[src/rtl/video_timing_gen.sv]
// Parametrised raster timing generator: free-running pixel/line counters feeding a
// registered flag stage (sync, blanking, data-enable, strobes) that lags them by one ce tick.
module video_timing_gen #(
    parameter int H_ACTIVE = 640,
    parameter int H_FP     = 16,
    parameter int H_SYNC   = 96,
    parameter int H_BP     = 48,
    parameter int V_ACTIVE = 480,
    parameter int V_FP     = 10,
    parameter int V_SYNC   = 2,
    parameter int V_BP     = 33,
    parameter int HS_POL   = 0,
    parameter int VS_POL   = 0,
    parameter int CW       = 12
) (
    input  logic          Clk,
    input  logic          Reset,
    input  logic          ce_pix,
    output logic          hsync,
    output logic          vsync,
    output logic          hblank,
    output logic          vblank,
    output logic          de,
    output logic [CW-1:0] counter_x,
    output logic [CW-1:0] counter_y,
    output logic          line_start,
    output logic          frame_start
);

    localparam logic [CW-1:0] H_ACT_C  = CW'(H_ACTIVE);
    localparam logic [CW-1:0] H_SS_C   = CW'(H_ACTIVE + H_FP);
    localparam logic [CW-1:0] H_SE_C   = CW'(H_ACTIVE + H_FP + H_SYNC);
    localparam logic [CW-1:0] H_LAST_C = CW'(H_ACTIVE + H_FP + H_SYNC + H_BP - 1);
    localparam logic [CW-1:0] V_ACT_C  = CW'(V_ACTIVE);
    localparam logic [CW-1:0] V_SS_C   = CW'(V_ACTIVE + V_FP);
    localparam logic [CW-1:0] V_SE_C   = CW'(V_ACTIVE + V_FP + V_SYNC);
    localparam logic [CW-1:0] V_LAST_C = CW'(V_ACTIVE + V_FP + V_SYNC + V_BP - 1);
    localparam logic          HS_ON    = (HS_POL != 0);
    localparam logic          VS_ON    = (VS_POL != 0);

    logic [CW-1:0] hc_q, hc_d, vc_q, vc_d;
    logic [CW-1:0] cx_q, cx_d, cy_q, cy_d;
    logic          hsync_q, hsync_d, vsync_q, vsync_d;
    logic          hblank_q, hblank_d, vblank_q, vblank_d;
    logic          de_q, de_d, ls_q, ls_d, fs_q, fs_d;
    logic          hs_act, vs_act, hs_lead, hb_now, vb_now;

    always_comb begin
        hb_now  = (hc_q >= H_ACT_C);
        vb_now  = (vc_q >= V_ACT_C);
        hs_act  = (hc_q >= H_SS_C) && (hc_q < H_SE_C);
        vs_act  = (vc_q >= V_SS_C) && (vc_q < V_SE_C);
        // vsync is sampled only on the hsync leading edge so both edges line up
        hs_lead = hs_act && (hsync_q != HS_ON);

        hc_d     = hc_q;
        vc_d     = vc_q;
        cx_d     = cx_q;
        cy_d     = cy_q;
        hsync_d  = hsync_q;
        vsync_d  = vsync_q;
        hblank_d = hblank_q;
        vblank_d = vblank_q;
        de_d     = de_q;
        ls_d     = ls_q;
        fs_d     = fs_q;

        if (ce_pix) begin
            if (hc_q == H_LAST_C) begin
                hc_d = '0;
                vc_d = (vc_q == V_LAST_C) ? '0 : vc_q + CW'(1);
            end else begin
                hc_d = hc_q + CW'(1);
            end
            cx_d     = hc_q;
            cy_d     = vc_q;
            hblank_d = hb_now;
            vblank_d = vb_now;
            de_d     = ~hb_now & ~vb_now;
            ls_d     = (hc_q == '0);
            fs_d     = (hc_q == '0) && (vc_q == '0);
            hsync_d  = hs_act ? HS_ON : ~HS_ON;
            if (hs_lead) begin
                vsync_d = vs_act ? VS_ON : ~VS_ON;
            end
        end
    end

    always_ff @(posedge Clk) begin
        if (Reset) begin
            hc_q     <= '0;
            vc_q     <= '0;
            cx_q     <= '0;
            cy_q     <= '0;
            hsync_q  <= ~HS_ON;
            vsync_q  <= ~VS_ON;
            hblank_q <= 1'b1;
            vblank_q <= 1'b1;
            de_q     <= 1'b0;
            ls_q     <= 1'b0;
            fs_q     <= 1'b0;
        end else begin
            hc_q     <= hc_d;
            vc_q     <= vc_d;
            cx_q     <= cx_d;
            cy_q     <= cy_d;
            hsync_q  <= hsync_d;
            vsync_q  <= vsync_d;
            hblank_q <= hblank_d;
            vblank_q <= vblank_d;
            de_q     <= de_d;
            ls_q     <= ls_d;
            fs_q     <= fs_d;
        end
    end

    assign hsync       = hsync_q;
    assign vsync       = vsync_q;
    assign hblank      = hblank_q;
    assign vblank      = vblank_q;
    assign de          = de_q;
    assign counter_x   = cx_q;
    assign counter_y   = cy_q;
    assign line_start  = ls_q;
    assign frame_start = fs_q;

endmodule

[config.mk]
export PLATFORM = sky130hd
export DESIGN_NAME = video_timing_gen
export DESIGN_NICKNAME = d
export VERILOG_FILES = /design/src/rtl/video_timing_gen.sv
export SDC_FILE = /design/constraint.sdc
export NUM_CORES = 1
export LEC_CHECK = 0
export ABC_AREA = 1
export CORE_MARGIN = 5
export CORE_UTILIZATION = 45
export DETAILED_ROUTE_END_ITERATION = 8
export PLACE_DENSITY = 0.7
export SETUP_SLACK_MARGIN = 0.02
export SKIP_LAST_GASP = 1
export SYNTH_ARGS = -nofsm -noshare
export SYNTH_HDL_FRONTEND = slang
export SYNTH_SLANG_ARGS = --single-unit
export TNS_END_PERCENT = 5
[constraint.sdc]
create_clock -name Clk -period 1.4 [get_ports Clk]
set_input_delay 0.28 -clock Clk [delete_from_list [all_inputs] [get_ports Clk]]
set_output_delay 0.28 -clock Clk [all_outputs]
set_load 0.02 [all_outputs]
### Word-level counts from Yosys, hierarchy flattened

Cells that the tools add are included.

* multiply operators: 0
* divide/modulo/power cells: 0
* bitwise operators: 3
* reductions and logical operators: 8
* $lt $le $gt $ge: 6
* add/sub/neg operators: 2
* equal/unequal tests: 2
* shift operators: 0
* mux-type cells: 4

Operators by type and width (count)
* adder 12 x 1 -> 12 bit, second input constant: 2
* == test 12 x 10 -> 1 bit, second input constant: 2
* >= comparator 12 x 10 -> 1 bit, second input constant: 2
* >= comparator 12 x 9 -> 1 bit, second input constant: 2
* zero test 12 bit: 2
* two-way mux 12 bit: 2
* less-than comparator 12 x 10 -> 1 bit, second input constant: 1
* less-than comparator 12 x 9 -> 1 bit, second input constant: 1
* logical AND 1 bit: 4
* AND reduction 2 bit: 2
* two-way mux 1 bit: 2
* inverter 1 bit: 2
* AND 1 bit: 1

* bits in read-only memories: 0
* logic and storage cells: 36
* input port bits: 3
* latch bits: 0
* memories kept: 0
* flip-flop bits (word level): 55
* output and inout port bits: 31
* RAM bits: 0

### Logic depth before layout (Yosys ltp)

Gate-level depths: netlist of run 1.

* word-level depth: 4
* mapped depth: 9
* gate-level depth less buffers: 9

### Worst setup path after synthesis of run 1

Ideal clock, no wire load.

* path type: register to register
* from: reg hc_q[1]
* to: reg vc_q[6]
* arrival: 1.229 ns
* data required time: 1.282 ns
* cell stages (with the launch flop): 9
* clock period less this slack: 1.347 ns
* library setup time: 0.118 ns
* path buffers: 0
* path slack: 0.053 ns
* cells stage by stage: dfxtp_1 > ha_1 > nand3_1 > nor2_4 > nand3_4 > nand2_4 > nand2_2 > nand2_1 > nor2_1

* longest elaborated chain between the ends: 2

RTL lines
* start: declaration: RTL line 41 `logic [CW-1:0] hc_q, hc_d, vc_q, vc_d;`
* start signal: assignment: RTL line 91 `hc_q <= '0;`
* start signal: assignment: RTL line 103 `hc_q <= hc_d;`
* == test 12 x 10 -> 1 bit: RTL line 69 `if (hc_q == H_LAST_C) begin`
* AND reduction 2 bit (no source line)
* end signal: assignment: RTL line 104 `vc_q <= vc_d;`
* end: declaration: RTL line 41

No other way between the ends.
A chain may end at the register's enable or synchronous reset.

### Worst setup path in the final report of run 1

* from: reg cx_q[1], in the netlist counter_x[1]
* to: out counter_x[1]

RTL lines
* start: declaration: RTL line 42 `logic [CW-1:0] cx_q, cx_d, cy_q, cy_d;`
* start signal: assignment: RTL line 93 `cx_q <= '0;`
* start signal: assignment: RTL line 105 `cx_q <= cx_d;`
* end: declaration: RTL line 24 `output logic [CW-1:0] counter_x,`

No word-level cell between the ends.

==> results of run 1 <==
==> repair_timing <==
action	in CTS	in global routing
endpoints found under the setup margin	46	52
pin swaps	0	5
gates resized for setup	2	13
setup buffers	0	1
hold buffers	0	0
==> power by group through the flow <==
stage               Clock (mW)  Sequential [mW]  Combinational, mW
floorplan                    0             1.73              0.122
global placement             0             1.67              0.328
detailed placement           0             1.68              0.329
CTS                       1.25             1.64              0.331
global route              1.31             1.65              0.365
finish                    1.22             1.64              0.332
==> final timing paths <==
check	start	depth (start not counted)	slack [ps]	to
max	counter_x[1]	1	-150	counter_x[1]
min	ce_pix	3	320	hc_q[0]
min reg2reg	counter_x[0]	2	460	counter_x[0]
max reg2reg	vc_q[0]	7	-20	vc_q[9]
==> worst reg2reg max path: cells and delay by family (launching register included) <==
| family | cells | cell delay [ps] |
|---|---|---|
| flip-flops | 1 | 350 |
| buffers and inverters | 3 | 250 |
| AND/OR/NAND/NOR | 4 | 760 |
==> logic make-up (layout without fill, tap and decap cells) <==
family / after synthesis / in the layout / synth area share, %
buffers and inverters: 52 / 106 / 8.272
AO/OA/AOI/OAI: 68 / 68 / 14.16
XOR/XNOR: 4 / 4 / 1.362
flip-flops: 55 / 55 / 42.82
adder cells (fa/ha/maj): 4 / 4 / 1.947
AND/OR/NAND/NOR: 173 / 173 / 31.44
==> per-layer routing <==
layer / share of wire, % / up-vias
li1: - / 1266
met1: 51 / 1092
met2: 42 / 86
met3: 6.1 / 9
met4: 1.4 / 0
met5: 0 / -
==> Yosys cell counts, types with 4 or more instances <==
library cell / number
nand2_1: 65
dfxtp_1: 55
nor2_1: 45
inv_1: 35
a21oi_1: 33
o21ai_0: 26
nand3_1: 24
nor3_1: 13
nand4_1: 9
clkbuf_1: 8
ha_1: 4
inv_2: 4
nor2_2: 4
xor2_1: 4
==> through the flow <==
stage          util (%)  instances  instance area (um2)  hold slack, ps
6_report          59.62        482                 3303           323.5
5_1_grt           59.62        482                 3303           345.7
4_1_cts           58.67        481                 3251           323.2
3_5_place_dp      56.32        473                 3120           452.6
3_3_place_gp      56.32        473                 3120           449.2
2_1_floorplan         -        356                 2571           458.4
==> cells in the final DEF, fill, tap and decap left out, types with 3 or more instances in the layout <==
master           Yosys  final
nand2_1             65     64
dfxtp_1             55     52
nor2_1              45     44
inv_1               35     35
a21oi_1             33     32
clkdlybuf4s50_1      0     29
o21ai_0             26     26
buf_4                2     25
nand3_1             24     23
nor3_1              13     13
nand4_1              9      9
nor2_4               3      5
clkbuf_8             0      5
inv_2                4      4
nand2_2              3      4
xor2_1               4      4
a211oi_1             3      3
nor2_2               4      3
dfxtp_2              0      3
==> state kept, by name, indices dropped and copies added, names as in the netlist <==
name	cells
vblank	1
vsync	1
counter_x	12
vc_q	12
hc_q	12
frame_start	1
hsync	1
de	1
line_start	1
hblank	1
counter_y	12
==> area by class of cell <==
cell class                      instances  area, um2  share of cell area (%)
Inverter                               39      146.4                   4.432
Clock inverter                          2      60.06                   1.818
Multi-Input combinational cell        249       1296                   39.24
Timing Repair Buffer                   59      533.0                   16.14
Tap cell                               72      90.09                   2.727
Clock buffer                            6      72.57                   2.197
Sequential cell                        55       1105                   33.45
==> flow_summary.toml, run 1 <==
[sta]
finalSetupViolCount = 30
rsz0062_at_grt = "true"
period_minus_slack_ps = 1555
tns_ps = -3563
period_share_pct = 111.0
fin_skew_ps = 9.588
hold_violations = 0
fmax_mhz = 643.2
slew_violations = 0
tightestPinTransition_ps = 476.0
relSlewSlack_pct = 68.02
postLayoutSetupSlackWorst_ps = -154.6

[floorplan]
die-area_um2 = 7326
dieWidth_um = 85.59
pin_count = 34
initial_utilization_pct = 46.41
die_h_um = 85.59
coreArea_um2 = 5540
rows = 27

[clocking]
clock-sinks = 55
cts_tree = "done"
clk-insertion-delay-late_ps = 310
root_buffer = "clkbuf_8"
cts_max_level = 2
numCtsBuffers = 5
cts_buffer_depth = 2
path_clk_slew_ps = 90

[logic_synthesis]
syn_area_per_cell_um2 = 7.223
ys_dominant_reg_cell = "dfxtp_1"
ys_async_sr_fraction_pct = 0
syn_area_um2 = 2571
ys_ff_latch = 55
ys_seq_area_share_pct = 42.82
yosysUniqueCellTypes = 31
syn_inst = 356
synth.net_count = 363
netlist_top_cells_area = "dfxtp_1, nand2_1, nor2_1"
synth_top_area_cell = "dfxtp_1"
synth.top_cell.area_share_pct = 42.82
ys_warn_count = 0
synth_edf_count = 0

[pwr]
comb_power_share_pct = 10.4
power_leakage_nw = 1.343
p_per_area_nw_per_um2 = 967.1
seq_power_share_pct = 51.4
switchingPower_mw = 0.7174
vdd_drop_max_uv = 608.3
power_mw = 3.194
pwr-share-clk_pct = 38.2
internal_power_mw = 2.477
swShare_pct = 22.46

[grt]
antenna_found_initial = 0
grt_first_pass_wirelength_um = 11100
grt_busiest_layer = "met2"
grt_usage_pct = 18.73
grt_use_met2_pct = 28.88
gr-usage-met3_pct = 3.842
grtUsageMet1_pct = 26.34
grt_pass1_vias = 2319
grt_overflow = 0
grt_max_degree = 36

[outcome]
failed_checks = "setup timing"
status = "complete, but fails checks"

[critical_path]
worstPathBufferInverterCount = 1
cp-start-kind = "flip-flop"
crit_arrival_ps = 1270
path_cells = "clkdlybuf4s50_1"
end_kind = "output pin"
required_ps = 1120
cpPeakStageDelay_ps = 620
crit_type = "flip-flop to output pin"
critPathTopFamily = "buffers and inverters"
cp_slowest_cell = "clkdlybuf4s50_1"
path_max_fanout = 2

[finish]
nFillCells = 531
layout-drive-gt1-share_pct = 15.61
diodes = 0
syn_to_final_growth_pct = 28.47
final_nets = 416

[place]
io_buffers = 33
finalWeightedCongestion = 0.9358
post-place-ws_ps = -94.71
place_hpwl_um = 4812

[routing]
vias_per_cell = 5.089
drc_errors = 0
wire_per_inst_um = 13.48
via_count = 2453
first_pass_iters = 5
drt_wl_total_um = 6499
drt_iter0_markers = 208
antenna_left = 0

[worst_hold_path]
hold_class = "input pin to flip-flop"

[run]
maxCapViolations = 0
(Power assumes the default switching activity.)
==> run 2: changes to the inputs <==
--- a/config.mk
+++ b/config.mk
@@ -10,7 +10,7 @@
 export CORE_UTILIZATION = 45
 export DETAILED_ROUTE_END_ITERATION = 8
 export PLACE_DENSITY = 0.7
-export SETUP_SLACK_MARGIN = 0.02
+export SETUP_SLACK_MARGIN = 0.15
 export SKIP_LAST_GASP = 1
 export SYNTH_ARGS = -nofsm -noshare
 export SYNTH_HDL_FRONTEND = slang
==> constraint.sdc (replaced) <==
create_clock -name Clk -period 1.4 [get_ports Clk]
set_input_delay 0.21 -clock Clk [delete_from_list [all_inputs] [get_ports Clk]]
set_output_delay 0.21 -clock Clk [all_outputs]
set_load 0.02 [all_outputs]
==> flow_summary.toml, run 2 (synthesis results as in run 1) <==
[critical_path]
required_ps = 1190
crit_start = "counter_y[5]"
path_max_fanout = 2
crit_arrival_ps = 1270
critPathTopFamily = "buffers and inverters"
reg2reg_depth = 8
cp-start-kind = "flip-flop"
crit_cells = 1
crit_type = "flip-flop to output pin"
worstPathBufferInverterCount = 1
cpPeakStageDelay_ps = 620
timing.rr.start = "hc_q[1]"
cp_slowest_cell = "clkdlybuf4s50_1"
end_kind = "output pin"
path_cells = "clkdlybuf4s50_1"

[place]
io_buffers = 33
post-place-ws_ps = 23.03
place_hpwl_um = 5047
finalWeightedCongestion = 0.9325

[clocking]
path_clk_slew_ps = 100
cts_tree = "done"
cts_buffer_depth = 2
numCtsBuffers = 5
clock-sinks = 55
cts_max_level = 2
root_buffer = "clkbuf_8"
cts_setup_buffers = 0
clk-insertion-delay-late_ps = 310

[finish]
final-seq-area_um2 = 1106
diodes = 0
syn_to_final_growth_pct = 24.38
final_common_cell = "nand2_1"
final_nets = 411
layout-drive-gt1-share_pct = 13.15
nFillCells = 566
multi_input_area_um2 = 1280
layout_common_cells = "nand2_1, dfxtp_1, nor2_1"

[grt]
grt_pass1_vias = 2316
grt_usage_pct = 19.17
grt_overflow = 0
grt_first_pass_wirelength_um = 11460
antenna_found_initial = 0
grt_max_degree = 20

[sta]
slew_violations = 0
tightestPinTransition_ps = 450.0
finalSetupViolCount = 26
fin_skew_ps = 7.773
hold_violations = 0
rsz0062_at_grt = "true"
fmax_mhz = 676.5
postLayoutSetupSlackWorst_ps = -78.29
period_minus_slack_ps = 1478
period_share_pct = 105.6
relSlewSlack_pct = 69.77

[outcome]
failed_checks = "setup timing"
status = "complete, but fails checks"

[pwr]
p_per_area_nw_per_um2 = 879.1
power_mw = 2.811
power_leakage_nw = 1.337
vdd_drop_max_uv = 546.0

[routing]
vias_per_cell = 5.215
drc_errors = 0
via_count = 2477
drt_wl_total_um = 6575
first_pass_iters = 4
wire_per_inst_um = 13.84
drt_iter0_markers = 181
antenna_left = 0

[floorplan]
pin_count = 34
die-area_um2 = 7326
dieWidth_um = 85.59
initial_utilization_pct = 46.41
die_h_um = 85.59
coreArea_um2 = 5540
rows = 27

[run]
maxCapViolations = 0

[worst_hold_path]
hold_class = "input pin to flip-flop"
holdPathStages = 3
hp-start = "ce_pix"
-- run 2: metal layers --
metal	global-route usage, %	wire length, um	vias to the layer above
li1	-	-	1254
met3	3.746	422	6
met4	4.317	57	0
met2	29.66	2807	79
met1	27.60	3288	1138
met5	0	0	-
-- run 2: what timing repair did --
item	in CTS	in global routing
hold buffers	0	0
setup endpoints to repair	55	60
resized for setup	2	3
-- run 2: worst paths after layout --
kind / end / slack (ps)
setup / recovery: counter_y[5] / -80
hold / removal: hc_q[0] / 260
setup reg to reg: vc_q[9] / 20
hold reg to reg: counter_x[8] / 470
-- run 2: final cells by class --
class	count	share of cell area [%]
multi-input combinational	249	40.02
sequential	55	34.59
timing repair buffer	54	15.65
inverter	39	4.577
tap	72	2.817
clock buffer	5	2.152
clock inverter	1	0.1956
-- run 2: stage by stage --
stage | setup TNS [ps] | cell area [um2] | std cells | utilization, % | hold slack [ps]
2_1_floorplan | 0 | 2599 | 356 | - | 458.4
5_1_grt | -3805 | 3198 | 475 | 57.72 | 276.9
4_1_cts | -2225 | 3191 | 475 | 57.59 | 251.3
3_5_place_dp | 0 | 3118 | 469 | 56.28 | 459.2
3_3_place_gp | 0 | 3118 | 469 | 56.28 | 451.4
6_report | -1573 | 3198 | 475 | 57.72 | 255.8
-- run 2: report_power, final --
| group | internal, mW | leakage (nW) | total (mW) | switching, mW |
|---|---|---|---|---|
| Sequential | 1.61 | 0.450 | 1.64 | 0.0292 |
| Clock | 0.336 | 0.0404 | 0.843 | 0.508 |
| Combinational | 0.140 | 0.846 | 0.324 | 0.185 |
| Total | 2.09 | 1.34 | 2.81 | 0.722 |
==> run 3: changes to the inputs <==
--- a/config.mk
+++ b/config.mk
@@ -15,4 +15,3 @@
 export SYNTH_ARGS = -nofsm -noshare
 export SYNTH_HDL_FRONTEND = slang
 export SYNTH_SLANG_ARGS = --single-unit
-export TNS_END_PERCENT = 5
==> flow_summary.toml, run 3 (synthesis results as in run 1) <==
[outcome]
status = "completed"

[place]
io_buffers = 33
placed_cells = 469
finalWeightedCongestion = 0.9325
place_hpwl_um = 5047
post-place-ws_ps = 23.03
place_area_um2 = 3118

[finish]
stdcell_area_um2 = 3288
stdcell_count = 478
final_nets = 414
layout_common_cells = "nand2_1, dfxtp_1, nor2_1"
layout-drive-gt1-share_pct = 21.92
diodes = 0
syn_to_final_growth_pct = 27.88
nFillCells = 549
final_common_cell = "nand2_1"

[routing]
vias_per_cell = 5.280
antenna_left = 0
via_count = 2524
wire_per_inst_um = 14.10
drt_iter0_markers = 139
drc_errors = 0
first_pass_iters = 4
drt_wl_total_um = 6739

[sta]
fin_skew_ps = 7.127
tightestPinTransition_ps = 327.9
period_minus_slack_ps = 1343
rsz0062_at_grt = "true"
holdWs_ps = 255.1
relSlewSlack_pct = 78.06
fmax_mhz = 744.3
postLayoutSetupSlackWorst_ps = 56.53
slew_violations = 0
hold_violations = 0
finalSetupViolCount = 0
period_share_pct = 95.96

[clocking]
cts_buffer_depth = 2
path_clk_slew_ps = 90
cts_max_level = 2
numCtsBuffers = 5
clk-insertion-delay-late_ps = 310
cts_tree = "done"
root_buffer = "clkbuf_8"
cts_hold_buf = 0
clock-sinks = 55

[pwr]
power_mw = 2.788
vdd_drop_max_uv = 549.1
p_per_area_nw_per_um2 = 848.0
power_leakage_nw = 1.387

[floorplan]
die_h_um = 85.59
initial_utilization_pct = 46.41
die-area_um2 = 7326
pin_count = 34
coreArea_um2 = 5540
dieWidth_um = 85.59
rows = 27

[worst_hold_path]
holdPathStages = 3
hold_class = "input pin to flip-flop"
hold_end = "hc_q[0]"
hp-start = "ce_pix"

[grt]
grt_usage_pct = 19.31
antenna_found_initial = 0
grt_pass1_vias = 2339
grt_max_degree = 20
grt_overflow = 0
grt_first_pass_wirelength_um = 11540

[critical_path]
crit_type = "flip-flop to flip-flop"
reg2reg_depth = 7
end_kind = "flip-flop"
r2r-end = "hc_q[5]"
crit_arrival_ps = 1530
path_max_fanout = 6
ff2ff_setup_slack_ps = 60
timing.rr.start = "hc_q[1]"
cp-start-kind = "flip-flop"
required_ps = 1590

[run]
maxCapViolations = 0
[run 3: cell count changes in the layout (fill, tap and decap cells not counted), moves of 4 or more]
cell,before,now
dlygate4sd2_1,2,20
dfxtp_1,53,42
inv_1,35,28
clkdlybuf4s15_1,0,11
dfxtp_2,1,12
nor2_1,45,41
nor2_4,3,7
nand2_1,65,60
clkdlybuf4s50_1,27,1
nand2_2,2,7
inv_2,4,9
[run 3: cell type report]
cell class	count	area [um2]	share of cell area, %
Multi-Input combinational cell	249	1359	41.32
Sequential cell	55	1120	34.06
Clock inverter	1	6.256	0.1903
Timing Repair Buffer	57	493.0	14.99
Tap cell	72	90.09	2.740
Inverter	39	151.4	4.604
Clock buffer	5	68.82	2.093
[run 3: how the worst max path moves through the flow]
stage,end,slack [ps],startpoint,cells after the start
2_1_floorplan,vc_q[6],160,hc_q[1],8
3_5_place_dp,counter_y[1],20,Reset,5
5_1_grt,hc_q[5],-6,hc_q[1],7
6_report,hc_q[5],60,hc_q[1],7
4_1_cts,vc_q[9],70,hc_q[1],8
3_3_place_gp,vc_q[9],60,hc_q[1],8
[run 3: through the flow]
step	util (%)	setup TNS, ps
finish	59.35	0
global route	59.35	-11.15
CTS	58.22	0
detailed placement	56.28	0
global placement	56.28	0
floorplan	-	0
[run 3: report_power, final]
group | internal, mW | switching (mW) | leakage (nW)
Clock | 0.335 | 0.500 | 0.0404
Combinational | 0.119 | 0.191 | 0.890
Sequential | 1.61 | 0.0282 | 0.456
[run 3: critical path, stage by stage (launching register included)]
cell	delay (ps)
dfxtp_4	380
ha_4	170
nand3_4	70
nor2_4	130
nand3_4	160
nand2_4	140
buf_12	130
a211oi_2	30
[run 3: metal layers]
metal | global-route usage, % | vias up | part of all wire [%]
met3 | 3.746 | 6 | 5.5
li1 | - | 1265 | -
met1 | 27.70 | 1186 | 50
met5 | 0 | - | 0
met4 | 4.317 | 0 | 0.85
met2 | 30.01 | 67 | 44
[run 3: timing repair]
item,CTS,global route
resized for setup,53,31
endpoints found under the setup margin,55,39
pin swaps,11,7
buffers inserted,2,1
gates cloned,0,0
